===== src/rtl/spi_reg_bank.sv =====
// spi_reg_bank: SPI mode-0 register bank with write commit, frame-error reporting and optional read-back (SPI_READBACK_EN)
module spi_reg_bank #(
  parameter int                NUM_REGS = 5,
  parameter int                DATA_W   = 8,
  parameter logic [DATA_W-1:0] RST_VAL  = '0
) (
  input  logic                         clk,
  input  logic                         rst,
  input  logic                         sclk,
  input  logic                         cs,
  input  logic                         copi,
  output logic                         cipo,
  output logic [NUM_REGS*DATA_W-1:0]   regs,
  output logic                         wr_pulse,
  output logic [6:0]                   wr_addr,
  output logic                         frame_err
);
  localparam int FRAME_LEN = 8 + DATA_W;
  localparam int CW = $clog2(FRAME_LEN + 1);
  typedef enum logic [1:0] {IDLE, CMD, DATA, DONE} state_t;
  state_t state, state_n;
  logic [2:0] sclk_s, cs_s;
  logic [1:0] copi_s;
  logic sclk_rise, cs_rise, cs_fall, bit_in;
  logic [CW-1:0] cnt;
  logic [7:0] cmd, cmd_n;
  logic [DATA_W-1:0] data, data_n;
  logic [DATA_W-1:0] mem [NUM_REGS];
  logic start, shift_cmd, shift_data, commit, reject, addr_ok;
  assign sclk_rise = sclk_s[1] & ~sclk_s[2];
  assign cs_rise = cs_s[1] & ~cs_s[2];
  assign cs_fall = cs_s[2] & ~cs_s[1];
  assign bit_in = copi_s[1];
  assign cmd_n = 8'({cmd, bit_in});
  assign data_n = DATA_W'({data, bit_in});
  assign addr_ok = {1'b0, cmd[6:0]} < 8'(NUM_REGS);
  // Synchronise the pins; cs idles high so reset must not look like a cs fall
  always_ff @(posedge clk or negedge rst) begin
    if (!rst) begin
      sclk_s <= 3'b000;
      cs_s <= 3'b111;
      copi_s <= 2'b00;
    end else begin
      sclk_s <= {sclk_s[1:0], sclk};
      cs_s <= {cs_s[1:0], cs};
      copi_s <= {copi_s[0], copi};
    end
  end
  // Frame state register
  always_ff @(posedge clk or negedge rst) begin
    if (!rst) state <= IDLE;
    else state <= state_n;
  end
  // Frame sequencing: cs edges take priority over sclk edges
  always_comb begin
    state_n = state;
    start = 1'b0;
    shift_cmd = 1'b0;
    shift_data = 1'b0;
    commit = 1'b0;
    reject = 1'b0;
    if (cs_fall) begin
      state_n = CMD;
      start = 1'b1;
    end else if (cs_rise && (state == CMD || state == DATA)) begin
      state_n = IDLE;
      reject = 1'b1;
    end else if (cs_rise && state == DONE) begin
      state_n = IDLE;
    end else if (sclk_rise && state == CMD) begin
      shift_cmd = 1'b1;
      state_n = (cnt == CW'(7)) ? DATA : CMD;
    end else if (sclk_rise && state == DATA) begin
      shift_data = 1'b1;
      if (cnt == CW'(FRAME_LEN - 1)) begin
        state_n = DONE;
        commit = cmd[7] & addr_ok;
        reject = ~addr_ok;
      end
    end
  end
  // Receive shifting, bit count and the commit/error strobes
  always_ff @(posedge clk or negedge rst) begin
    if (!rst) begin
      cnt <= '0;
      cmd <= '0;
      data <= '0;
      wr_pulse <= 1'b0;
      frame_err <= 1'b0;
      wr_addr <= '0;
    end else begin
      wr_pulse <= commit;
      frame_err <= reject;
      if (start) begin
        cnt <= '0;
        cmd <= '0;
        data <= '0;
      end
      if (shift_cmd) begin
        cmd <= cmd_n;
        cnt <= cnt + CW'(1);
      end
      if (shift_data) begin
        data <= data_n;
        cnt <= cnt + CW'(1);
      end
      if (commit) wr_addr <= cmd[6:0];
    end
  end
  // Register storage; the final data bit is merged in on the commit cycle
  always_ff @(posedge clk or negedge rst) begin
    if (!rst) begin
      for (int i = 0; i < NUM_REGS; i++) mem[i] <= RST_VAL;
    end else begin
      for (int i = 0; i < NUM_REGS; i++)
        if (commit && cmd[6:0] == 7'(i)) mem[i] <= data_n;
    end
  end
  for (genvar g = 0; g < NUM_REGS; g++) begin : g_out
    assign regs[g*DATA_W +: DATA_W] = mem[g];
  end
`ifdef SPI_READBACK_EN
  logic sclk_fall;
  logic [DATA_W-1:0] tx, tx_ld;
  assign sclk_fall = sclk_s[2] & ~sclk_s[1];
  assign cipo = tx[DATA_W-1];
  // Select the addressed register for a read; writes and bad addresses shift out zeros
  always_comb begin
    tx_ld = '0;
    for (int i = 0; i < NUM_REGS; i++)
      if (!cmd_n[7] && cmd_n[6:0] == 7'(i)) tx_ld = mem[i];
  end
  // Transmit shifter: MSB appears after the 8th rise, the fall right after it is skipped
  always_ff @(posedge clk or negedge rst) begin
    if (!rst) tx <= '0;
    else if (start || state_n == IDLE) tx <= '0;
    else if (shift_cmd && cnt == CW'(7)) tx <= tx_ld;
    else if (sclk_fall && state == DATA && cnt != CW'(8)) tx <= tx << 1;
  end
`else
  assign cipo = 1'b0;
`endif
endmodule

===== config.mk =====
export PLATFORM = sky130hd
export DESIGN_NAME = spi_reg_bank
export DESIGN_NICKNAME = d
export VERILOG_FILES = /design/src/rtl/spi_reg_bank.sv
export SDC_FILE = /design/constraint.sdc
export NUM_CORES = 1
export LEC_CHECK = 0
export ABC_AREA = 1
export BUFFER_PORTS_ARGS = -buffer_cell sky130_fd_sc_hd__buf_2
export CORE_ASPECT_RATIO = 1.4
export CORE_UTILIZATION = 60
export CTS_CLUSTER_DIAMETER = 60
export DETAILED_ROUTE_END_ITERATION = 7
export GPL_ROUTABILITY_DRIVEN = 0
export PLACE_DENSITY = 0.9
export SLEW_MARGIN = 10
export SYNTH_ARGS = -nofsm -noshare
export SYNTH_HDL_FRONTEND = slang
export SYNTH_SLANG_ARGS = --single-unit
export TNS_END_PERCENT = 30

===== constraint.sdc =====
create_clock -name clk -period 2.65 [get_ports clk]
set_clock_uncertainty 0.1 [all_clocks]
set_input_delay 0.53 -clock clk [delete_from_list [all_inputs] [get_ports clk]]
set_output_delay 0.53 -clock clk [all_outputs]
set_load 0.05 [all_outputs]

==> impl_metrics.ini <==
[status]
outcome = finished, final reports clean

[sta]
slew_violations = 0
fin_crit_ps = 2140
post-route-period-util_pct = 80.8
setup_violations = 0
setup_tns_ps = 0
hold_viol = 0
holdWs_ps = 178
fmax_mhz = 467
timing.slew.headroom_pct = 35.5
layout_setup_ws_ps = 509
rsz0062_at_grt = false
worst_pin_slew_ps = 967

[route]
vias = 2570
drc_errors = 0
drt_pass1_iterations = 5
ant_nets = 0
post_drt_via_cell_ratio = 5.55
wire_per_inst_um = 15.3
dr.first_iter.drc_count = 260
wl_um = 7100

[critical_path]
endpoint_kind = flip-flop
worst_path_most_repeated_cell = nand2_1
start_kind = flip-flop
slowest_stage = dfrtp_1
cp.required_ps = 2830
worstSetupPathType = reg2reg
arrival_ps = 2330
worstPathCellList = ha_1 -> nand2_1 -> nor2_1 -> ha_1 -> nand2_1 -> nand3b_1 -> nor2_4 -> buf_4 -> nand4_1 -> nand2_1
max_stage_delay_ps = 390
cpLargestDelayFamily = simple AND/OR/NAND/NOR gates
critPathBufInv = 1
critPathMaxFanout = 21
rrSetupSlack_ps = 510

[cts]
clk_latency_ps = 350
cts_buffers = 9
cts.sinks = 79
clkSlewWorstSetupHoldPaths_ps = 70
clockBufferDepth = 2
cts_root_buf = clkbuf_8
post_cts_resized = 0
cts_tree = yes
cts_hold_buf = 0
post_cts_buffers = 0
h-tree-depth = 3

[floorplanning]
initial_core_util_pct = 63.1
core-area_um2 = 5240
io_pins = 55
dieArea_um2 = 5810
rows = 31
dieHeight_um = 89.8
fp.dieW_um = 64.7

[synth]
synthesis.instances = 334
yosysWarningCount = 0
synthTopCellsByArea = dfrtp_1, nand2_1, nand4_1
synth_top_area_share_pct = 57.5
synth_area_um2 = 3310
seq_area_frac_synth_pct = 59.9
synth_flop_cell = dfrtp_1
ys_ff_latch = 79
synth_area_leader_cell = dfrtp_1
synthArstFlopShare_pct = 100
syn_area_per_cell_um2 = 9.90
ys_types = 33
syn_nets = 344
synth_edf_count = 0

[placed_design]
pre_cts_slack_ps = 519
dp_hpwl_um = 4820
numPortBuffers = 53

[global_route]
grt-ovfl-total = 0
grt_max_degree = 80
grt_use_met1_pct = 31.3
grt_pass1_vias = 2521
busiest_layer = met2
use_met3_pct = 4.57
grt_first_pass_wirelength_um = 11800
met2_usage_pct = 45.3
track_usage_pct = 26.8
antenna_found_initial = 0

[pwr]
pwr-share-comb_pct = 5.5
power.share.clock_pct = 39.3
seqPwrFrac_pct = 55.2
switching_share_pct = 23.3
p_switching_uw = 528
cellLeakagePower_nw = 2.17
power_density_nw_per_um2 = 593
intPower_mw = 1.73
power_mw = 2.26
ir_worst_vdd_v = 0.000391

[finish]
n_fill_cell = 359
syn_to_final_growth_pct = 15.3
layout-drive-gt1-share_pct = 27.0
num_antenna_cells = 0
utilization_pct = 72.8
final_common_cell = nand2_1
nets = 403
layout_common_cells = nand2_1, dfrtp_1, buf_2

[flow_run]
drv_cap = 0

[worst_hold_path]
hold_class = in2reg
[cells by family (layout without fill, tap and decap cells)]
family / count (synthesis) / after routing / share of synthesized area [%]
DFF: 79 / 79 / 59.9
and+or+nand+nor: 175 / 175 / 26.6
adders and majority gates: 5 / 5 / 1.89
other: 1 / 1 / 0.113
AOI/OAI and AO/OA: 33 / 33 / 5.75
xor gates and xnor gates: 1 / 1 / 0.265
buffers and inverters: 40 / 103 / 5.41
[power groups by stage]
stage          Clock [mW]  Combinational (mW)  Sequential [mW]
2_1_floorplan           0              0.0816             1.27
5_1_grt             0.942               0.139             1.25
3_3_place_gp            0               0.118             1.27
4_1_cts             0.897               0.126             1.25
6_report            0.889               0.125             1.25
3_5_place_dp            0               0.123             1.27
[worst register-to-register path: stages (launching register included)]
cell and delay [ps]:
dfrtp_1 390, ha_1 170, nand2_1 90, nor2_1 120, ha_1 190, nand2_1 150
nand3b_1 240, nor2_4 140, buf_4 240, nand4_1 130, nand2_1 110
[per-stage QoR]
| step | area, um^2 | cells |
|---|---|---|
| 6_report | 3810 | 463 |
| 2_1_floorplan | 3310 | 334 |
| 3_5_place_dp | 3620 | 448 |
| 3_3_place_gp | 3620 | 448 |
| 4_1_cts | 3810 | 463 |
| 5_1_grt | 3810 | 463 |
[worst paths after layout]
| check | startpoint | end | cells after the start |
|---|---|---|---|
| worst max-delay path | cnt[0]$_DFFE_PN0P_ | regs[21]$_DFFE_PN0P_ | 10 |
| worst min-delay path | cs | cs_s[0]$_DFF_PN1_ | 1 |
| worst max register to register | cnt[0]$_DFFE_PN0P_ | regs[21]$_DFFE_PN0P_ | 10 |
| worst min register to register | sclk_s[0]$_DFF_PN0_ | sclk_s[1]$_DFF_PN0_ | 0 |
| max in group asynchronous | rst | regs[14]$_DFFE_PN0P_ | 1 |
| min in group asynchronous | rst | regs[10]$_DFFE_PN0P_ | 1 |
[flip-flops by register name (all words and copies together) (netlist names)]
register   flops
state          2
cnt            5
cmd            8
cs_s           3
copi_s         2
regs          40
wr_pulse       1
frame_err      1
wr_addr        7
sclk_s         3
data           7
[synthesized netlist by cell type, types with 2 or more instances]
cell      instances
nor2_1           11
nand3_1           5
nand2_1         113
inv_2             8
nand4_1          18
o22ai_1          15
nor2_2            4
inv_1            25
buf_2             2
dfstp_2           3
nor2_8            2
nor2_4            3
ha_1              5
o21ai_0           3
a21oi_1           2
dfrtp_1          76
nand2_2           5
nand2_4           2
nand3b_1          2
nand3_2           3
buf_6             3
nand4_2           3
o21ai_1          11
[per-layer routing]
| metal | wire length [um] | vias to the layer above |
|---|---|---|
| met1 | 2810 | 1265 |
| met5 | 0 | - |
| met2 | 3750 | 89 |
| met4 | 238 | 0 |
| met3 | 301 | 18 |
| li1 | - | 1198 |
[layout make-up]
type	count	area (um^2)	share of cell area, %
Clock inverter	4	45.0	1.18
Inverter	33	124	3.25
Timing Repair Buffer	55	283	7.42
Multi-Input combinational cell	215	1150	30.1
Tap cell	66	82.6	2.17
Clock buffer	11	151	3.97
Sequential cell	79	1980	52.0
Note: power is estimated with default switching activity, not from simulation.
